### src/rtl/adc_speed_sampler.sv
// ADC0804-style conversion sequencer: one WR/INTR/RD handshake per adc_start rising edge,
// with a noise floor on the captured sample and a timeout if the ADC never signals completion.
module adc_speed_sampler #(
  parameter int unsigned WR_CYCLES      = 20,
  parameter int unsigned RD_CYCLES      = 20,
  parameter int unsigned TIMEOUT_CYCLES = 20000,
  parameter int unsigned NOISE_FLOOR    = 8
) (
  input  logic       clk,
  input  logic       reset,
  input  logic       adc_start,
  input  logic       player,
  input  logic [7:0] adc_data,
  input  logic       adc_intr_n,
  output logic       adc_cs_n,
  output logic       adc_wr_n,
  output logic       adc_rd_n,
  output logic       adc_mux_sel,
  output logic [7:0] moveSpeed,
  output logic       eoc,
  output logic       timeout
);

  typedef enum logic [2:0] {S_IDLE, S_SETUP, S_WR, S_WAIT, S_RD, S_DONE} state_t;

  localparam logic [15:0] WR_LAST = 16'(WR_CYCLES - 1);
  localparam logic [15:0] RD_LAST = 16'(RD_CYCLES - 1);
  localparam logic [15:0] TO_LAST = 16'(TIMEOUT_CYCLES - 1);
  localparam logic [7:0]  NF      = 8'(NOISE_FLOOR);

  state_t      state_q, state_d;
  logic [15:0] cnt_q, cnt_d;
  logic [7:0]  data_q, data_d;
  logic [7:0]  speed_q, speed_d;
  logic        cs_n_q, cs_n_d;
  logic        wr_n_q, wr_n_d;
  logic        rd_n_q, rd_n_d;
  logic        mux_q, mux_d;
  logic        eoc_q, eoc_d;
  logic        to_q, to_d;
  logic        start_q;
  logic        intr_s1_q, intr_s2_q;
  logic        req;

  assign req = adc_start & ~start_q;

  always_ff @(posedge clk) begin
    if (reset) begin
      state_q   <= S_IDLE;
      cnt_q     <= '0;
      data_q    <= '0;
      speed_q   <= '0;
      cs_n_q    <= 1'b1;
      wr_n_q    <= 1'b1;
      rd_n_q    <= 1'b1;
      mux_q     <= 1'b0;
      eoc_q     <= 1'b1;
      to_q      <= 1'b0;
      start_q   <= 1'b0;
      intr_s1_q <= 1'b1;
      intr_s2_q <= 1'b1;
    end else begin
      state_q   <= state_d;
      cnt_q     <= cnt_d;
      data_q    <= data_d;
      speed_q   <= speed_d;
      cs_n_q    <= cs_n_d;
      wr_n_q    <= wr_n_d;
      rd_n_q    <= rd_n_d;
      mux_q     <= mux_d;
      eoc_q     <= eoc_d;
      to_q      <= to_d;
      start_q   <= adc_start;
      intr_s1_q <= adc_intr_n;
      intr_s2_q <= intr_s1_q;
    end
  end

  always_comb begin
    state_d = state_q;
    cnt_d   = cnt_q;
    data_d  = data_q;
    speed_d = speed_q;
    cs_n_d  = cs_n_q;
    wr_n_d  = wr_n_q;
    rd_n_d  = rd_n_q;
    mux_d   = mux_q;
    eoc_d   = eoc_q;
    to_d    = to_q;
    unique case (state_q)
      S_IDLE: begin
        if (req) begin
          mux_d   = player;
          eoc_d   = 1'b0;
          to_d    = 1'b0;
          cs_n_d  = 1'b0;
          state_d = S_SETUP;
        end
      end
      S_SETUP: begin
        wr_n_d  = 1'b0;
        cnt_d   = '0;
        state_d = S_WR;
      end
      S_WR: begin
        if (cnt_q == WR_LAST) begin
          wr_n_d  = 1'b1;
          cnt_d   = '0;
          state_d = S_WAIT;
        end else begin
          cnt_d = cnt_q + 16'd1;
        end
      end
      S_WAIT: begin
        if (!intr_s2_q) begin
          rd_n_d  = 1'b0;
          cnt_d   = '0;
          state_d = S_RD;
        end else if (cnt_q == TO_LAST) begin
          speed_d = '0;
          to_d    = 1'b1;
          state_d = S_DONE;
        end else begin
          cnt_d = cnt_q + 16'd1;
        end
      end
      S_RD: begin
        if (cnt_q == RD_LAST) begin
          data_d  = adc_data;
          rd_n_d  = 1'b1;
          state_d = S_DONE;
        end else begin
          cnt_d = cnt_q + 16'd1;
        end
      end
      S_DONE: begin
        cs_n_d = 1'b1;
        // A timed-out conversion already zeroed moveSpeed in WAIT; data_q is stale then.
        if (!to_q) speed_d = (data_q < NF) ? '0 : data_q;
        eoc_d   = 1'b1;
        state_d = S_IDLE;
      end
      default: state_d = S_IDLE;
    endcase
  end

  assign adc_cs_n    = cs_n_q;
  assign adc_wr_n    = wr_n_q;
  assign adc_rd_n    = rd_n_q;
  assign adc_mux_sel = mux_q;
  assign moveSpeed   = speed_q;
  assign eoc         = eoc_q;
  assign timeout     = to_q;

endmodule
### config.mk
export PLATFORM = sky130hd
export DESIGN_NAME = adc_speed_sampler
export DESIGN_NICKNAME = d
export VERILOG_FILES = /design/src/rtl/adc_speed_sampler.sv
export SDC_FILE = /design/constraint.sdc
export NUM_CORES = 1
export LEC_CHECK = 0
export BUFFER_PORTS_ARGS = -buffer_cell sky130_fd_sc_hd__buf_2
export CORE_ASPECT_RATIO = 2
export CORE_MARGIN = 2
export CORE_UTILIZATION = 40
export CTS_BUF_LIST = sky130_fd_sc_hd__clkbuf_16
export CTS_CLUSTER_DIAMETER = 150
export CTS_CLUSTER_SIZE = 20
export DETAILED_ROUTE_END_ITERATION = 10
export PLACE_DENSITY = 0.61
export SYNTH_ARGS = -nofsm -noshare
export SYNTH_HDL_FRONTEND = slang
export SYNTH_SLANG_ARGS = --single-unit
### constraint.sdc
create_clock -name clk -period 4 [get_ports clk]
set_input_delay 1 -clock clk [delete_from_list [all_inputs] [get_ports clk]]
set_output_delay 1 -clock clk [all_outputs]
set_load 0.01 [all_outputs]
---- Word-level counts from Yosys, hierarchy flattened ----
Cells that the tools add are included.
cells by class
  reduce and logical (&&, ||, !) cells .... 16
  eq/ne operators ......................... 17
  muxes and demuxes ....................... 25
  add/sub/neg operators ................... 1
  magnitude comparators ................... 1
  bitwise gates (word level) .............. 2
operators with widths
  operator               count
  $mux 16                4
  $pmux 16 s4            1
  $mux 8                 4
  $add 16x1->16 const B  1
  $eq 16x15->1 const B   1
  $eq 16x5->1 const B    1
  $ne 2x2->1 const B     8
  $pmux 8 s2             1
  $mux 3                 5
  $pmux 3 s5             1
  $reduce_and 4->1       3
  $reduce_bool 2->1      5
  $lt 8x4->1 const B     1
  $pmux 1 s2             4
  $reduce_and 2->1       4
  $eq 3x2->1 const B     2
  $eq 3x3->1 const B     2
  $ne 3x3->1 const B     2
  $reduce_and 3->1       2
  $mux 1                 5
  $reduce_bool 4->1      1
  $eq 3x1->1 const B     1
  $logic_not 3->1        1
  $and 1x1->1            1
  $not 1->1              1
storage, ports and cells
  word-level logic and storage cells ...... 74
  bits of input ports ..................... 13
  register bits after elaboration ......... 43
  output and inout bits ................... 14

---- Logic depth before layout (Yosys ltp) ----
  word-level depth ........................ 4
  mapped depth ............................ 9
  depth with buffers taken out ............ 6

---- Least setup slack after synthesis ----
No wires, ideal clock.
  path kind ............................... input to register
  start ................................... in reset
  end ..................................... reg cnt_q[10]
  library setup time ...................... 122 ps
  path buffers ............................ 1
  path slack .............................. 1,858 ps
  stages on the path ...................... 5
  arrival ................................. 2,020 ps
  data required time ...................... 3,878 ps
  cells stage by stage .................... clkbuf_1 a21o_1 o41ai_4 and3_4 a221o_1
RTL lines
  element                 line  text
  start: declaration      10    input logic reset,
  end signal: assignment  64    cnt_q <= cnt_d;
  end: declaration        32    logic [15:0] cnt_q, cnt_d;

---- Worst setup path after layout ----
  start ................................... reg cnt_q[8]
  end ..................................... reg cnt_q[14]
on the way
  cells in the longest elaborated chain, start to end .. 4
  elaborated cells between the ends (all ways) .. 11
RTL lines
  element        line           text
  $add 16x1->16  111, 124, 133
  $mux 16        119            end else if (cnt_q == TO_LAST) begin
  $mux 16        115            if (!intr_s2_q) begin
  $pmux 16 s4    90             unique case (state_q)
Parallel ways exist; a longest one is shown, timed or not. The select of a mux whose other input is x is not followed.
A chain may end at the register's enable or synchronous reset.

==> results.py <==
metrics = {
    "finish": {
        "syn_to_final_growth_pct": 15.3,
        "nets": 278,
        "drive_above_1_share_pct": 17.4,
        "n_fill_cell": 525,
        "diodes": 0,
    },
    "global_routing": {
        "antenna_found_initial": 0,
        "grt_pass1_wl_mm": 8.38,
        "grt_max_degree": 28,
        "grtUsageMet2_pct": 33.8,
        "grt_usage_pct": 19.8,
        "grt-ovfl-total": 0,
        "global_route.usage.met3_pct": 4.39,
        "use_met1_pct": 20.7,
        "busiest_layer": "met2",
        "grt_pass1_vias": 1819,
    },
    "timing": {
        "clock.fmax_ghz": 0.405,
        "setup_viol": 0,
        "rsz0062_at_grt": "false",
        "worstMarginPinSlew_ps": 821,
        "maxSlewViolCount": 0,
        "fin_setup_tns_ps": 0,
        "finalCritPeriodShare_pct": 61.7,
        "fin_crit_ps": 2470,
        "maxSlewHeadroom_pct": 44.8,
        "hold_violations": 0,
        "finalHoldWorstSlack_ps": 423,
        "finClkSkew_ps": 2.47,
    },
    "clock_network": {
        "ctsResizeCount": 0,
        "worstSkewPairLatency_ps": 290,
        "cts_setup_buffers": 0,
        "cts_root_buffer": "clkbuf_16",
        "cts_buffers": 5,
        "h-tree-depth": 2,
        "path_clk_slew_ps": 60,
        "cts.hold.buffers_added": 0,
        "clock-sinks": 43,
        "cts_buffer_depth": 2,
        "cts_tree": "yes",
    },
    "pwr": {
        "ir_drop_uv": 290,
        "power_density_mw_per_mm2": 437,
        "p_leak_nw": 0.870,
        "p_total_mw": 1.04,
    },
    "logic_synthesis": {
        "async_reset_ff_share_pct": 0,
        "syn_area_per_cell_sq_um": 8.43,
        "ys_ff_latch": 43,
        "syn-cell-area_sq_mm": 0.00207,
        "yosys.area.top_type": "dfxtp_1",
        "yosys.cell_types.count": 44,
        "synth_edf_count": 0,
        "seq_area_frac_synth_pct": 41.5,
        "synth_ff_type": "dfxtp_1",
        "yosysWarnings": 0,
        "synth_nets": 261,
        "synth_top_area_share_pct": 41.5,
        "synthTopCellsByArea": "dfxtp_1 (41%), a21oi_1 (7.0%), nand2_1 (6.0%)",
        "syn_inst": 246,
    },
    "setup_path": {
        "path_cells": "nor4_1, nand2_1, nor4_2, buf_4, o31ai_1, a21oi_1",
        "critPathCaptureType": "flip-flop",
        "crit_path_start_kind": "flip-flop",
        "max_stage_delay_ps": 780,
        "crit_required_ps": 4200,
        "crit_family": "simple AND/OR/NAND/NOR gates",
        "slowest_stage": "nor4_2",
        "critPathBufInv": 1,
        "critPathArrivalTime_ps": 2670,
        "crit_type": "reg2reg",
        "crit_fanout": 12,
    },
    "floorplan": {
        "num_rows": 37,
        "start_util_pct": 40.7,
        "io_pins": 27,
        "die_h_um": 106,
        "coreArea_sq_mm": 0.00509,
        "fp.dieW_um": 54.9,
        "dieArea_sq_mm": 0.00581,
    },
    "worst_hold_path": {
        "hp-class": "reg2reg",
    },
    "routing": {
        "dr_total_vias": 1917,
        "post-route-drc-count": 0,
        "viasPerCell": 5.95,
        "ant_nets": 0,
        "wl_per_cell_um": 15.8,
        "drt_pre_antenna_iters": 5,
        "drt_iter0_drc": 57,
        "routed_wl_mm": 5.07,
    },
    "placement": {
        "gp_congestion": 0.819,
        "io_buffers": 26,
        "dp_hpwl_mm": 3.73,
    },
    "flow_run": {
        "drv_cap": 0,
    },
    "status": {
        "status": "finished clean",
    },
}
-- final cells by class --
class                      count  area (sq um)  share of cell area [%]
clock inverter                 3          67.6                    2.83
inverter                       2          7.51                   0.314
sequential                    43           861                    36.0
tap                           58          72.6                    3.04
multi-input combinational    184          1120                    46.8
clock buffer                   5           125                    5.23
timing repair buffer          27           138                    5.76
-- path summary, 6_finish.rpt --
check / startpoint / to / slack (ps) / depth (start not counted)
min: intr_s1_q / intr_s2_q / 420 / 1
max: cnt_q[8] / cnt_q[14] / 1530 / 6
min reg2reg: intr_s1_q / intr_s2_q / 420 / 1
max reg2reg: cnt_q[8] / cnt_q[14] / 1530 / 6
-- kinds of logic (layout without fill, tap and decap cells) --
| kind of cell | after synthesis | in the layout | synth area share (%) |
|---|---|---|---|
| adders and majority gates | 2 | 2 | 1.21 |
| and+or+nand+nor | 118 | 118 | 31.2 |
| buffers and inverters | 19 | 37 | 4.82 |
| DFF | 43 | 43 | 41.5 |
| muxes | 1 | 1 | 0.483 |
| AOI/OAI and AO/OA | 63 | 63 | 20.8 |
-- layout by cell type (no fill, tap or decap), types with 5 or more instances in the layout --
cell type	count
a21oi_1	29
o211ai_1	8
o31ai_1	9
dfxtp_1	43
nand2_1	33
clkbuf_16	5
nand3_1	22
nor3_1	5
nor2_1	10
or4_1	9
buf_2	26
nand4_1	6
and3_1	6
-- power by group --
part / internal [mW] / total (mW) / switching, mW
registers: 0.437 / 0.449 / 0.0121
clock network: 0.358 / 0.530 / 0.173
logic: 0.0243 / 0.0652 / 0.0410
-- through the flow --
stage / area [sq um] / util [%] / cells / worst slack, ps
4_1_cts: 2390 / 47.0 / 322 / 1550
2_1_floorplan: 2070 / - / 246 / 1860
3_5_place_dp: 2200 / 43.2 / 314 / 1470
3_3_place_gp: 2200 / 43.2 / 314 / 1560
5_1_grt: 2390 / 47.0 / 322 / 1370
6_report: 2390 / 47.0 / 322 / 1530
-- Yosys cell counts (6+ instances only) --
cell	count
clkbuf_1	8
nand3_1	22
nand2_1	33
dfxtp_1	43
o31ai_1	9
o211ai_1	8
and3_1	6
or4_1	9
nor2_1	10
nand4_1	6
a21oi_1	29
-- layer usage --
layer	share of wire [%]	routed length, um
met3	3.2	162
met4	3.1	155
met1	37	1870
met2	57	2880
met5	0	0
-- flip-flops by register name (all words and copies together) (netlist names) --
name and cells:
adc_mux_sel 1, adc_rd_n 1, adc_wr_n 1, cnt_q 16, data_q 8, eoc 1
intr_s1_q 1, intr_s2_q 1, moveSpeed 8, start_q 1, state_q 3, timeout 1
Note: power is estimated with default switching activity, not from simulation.
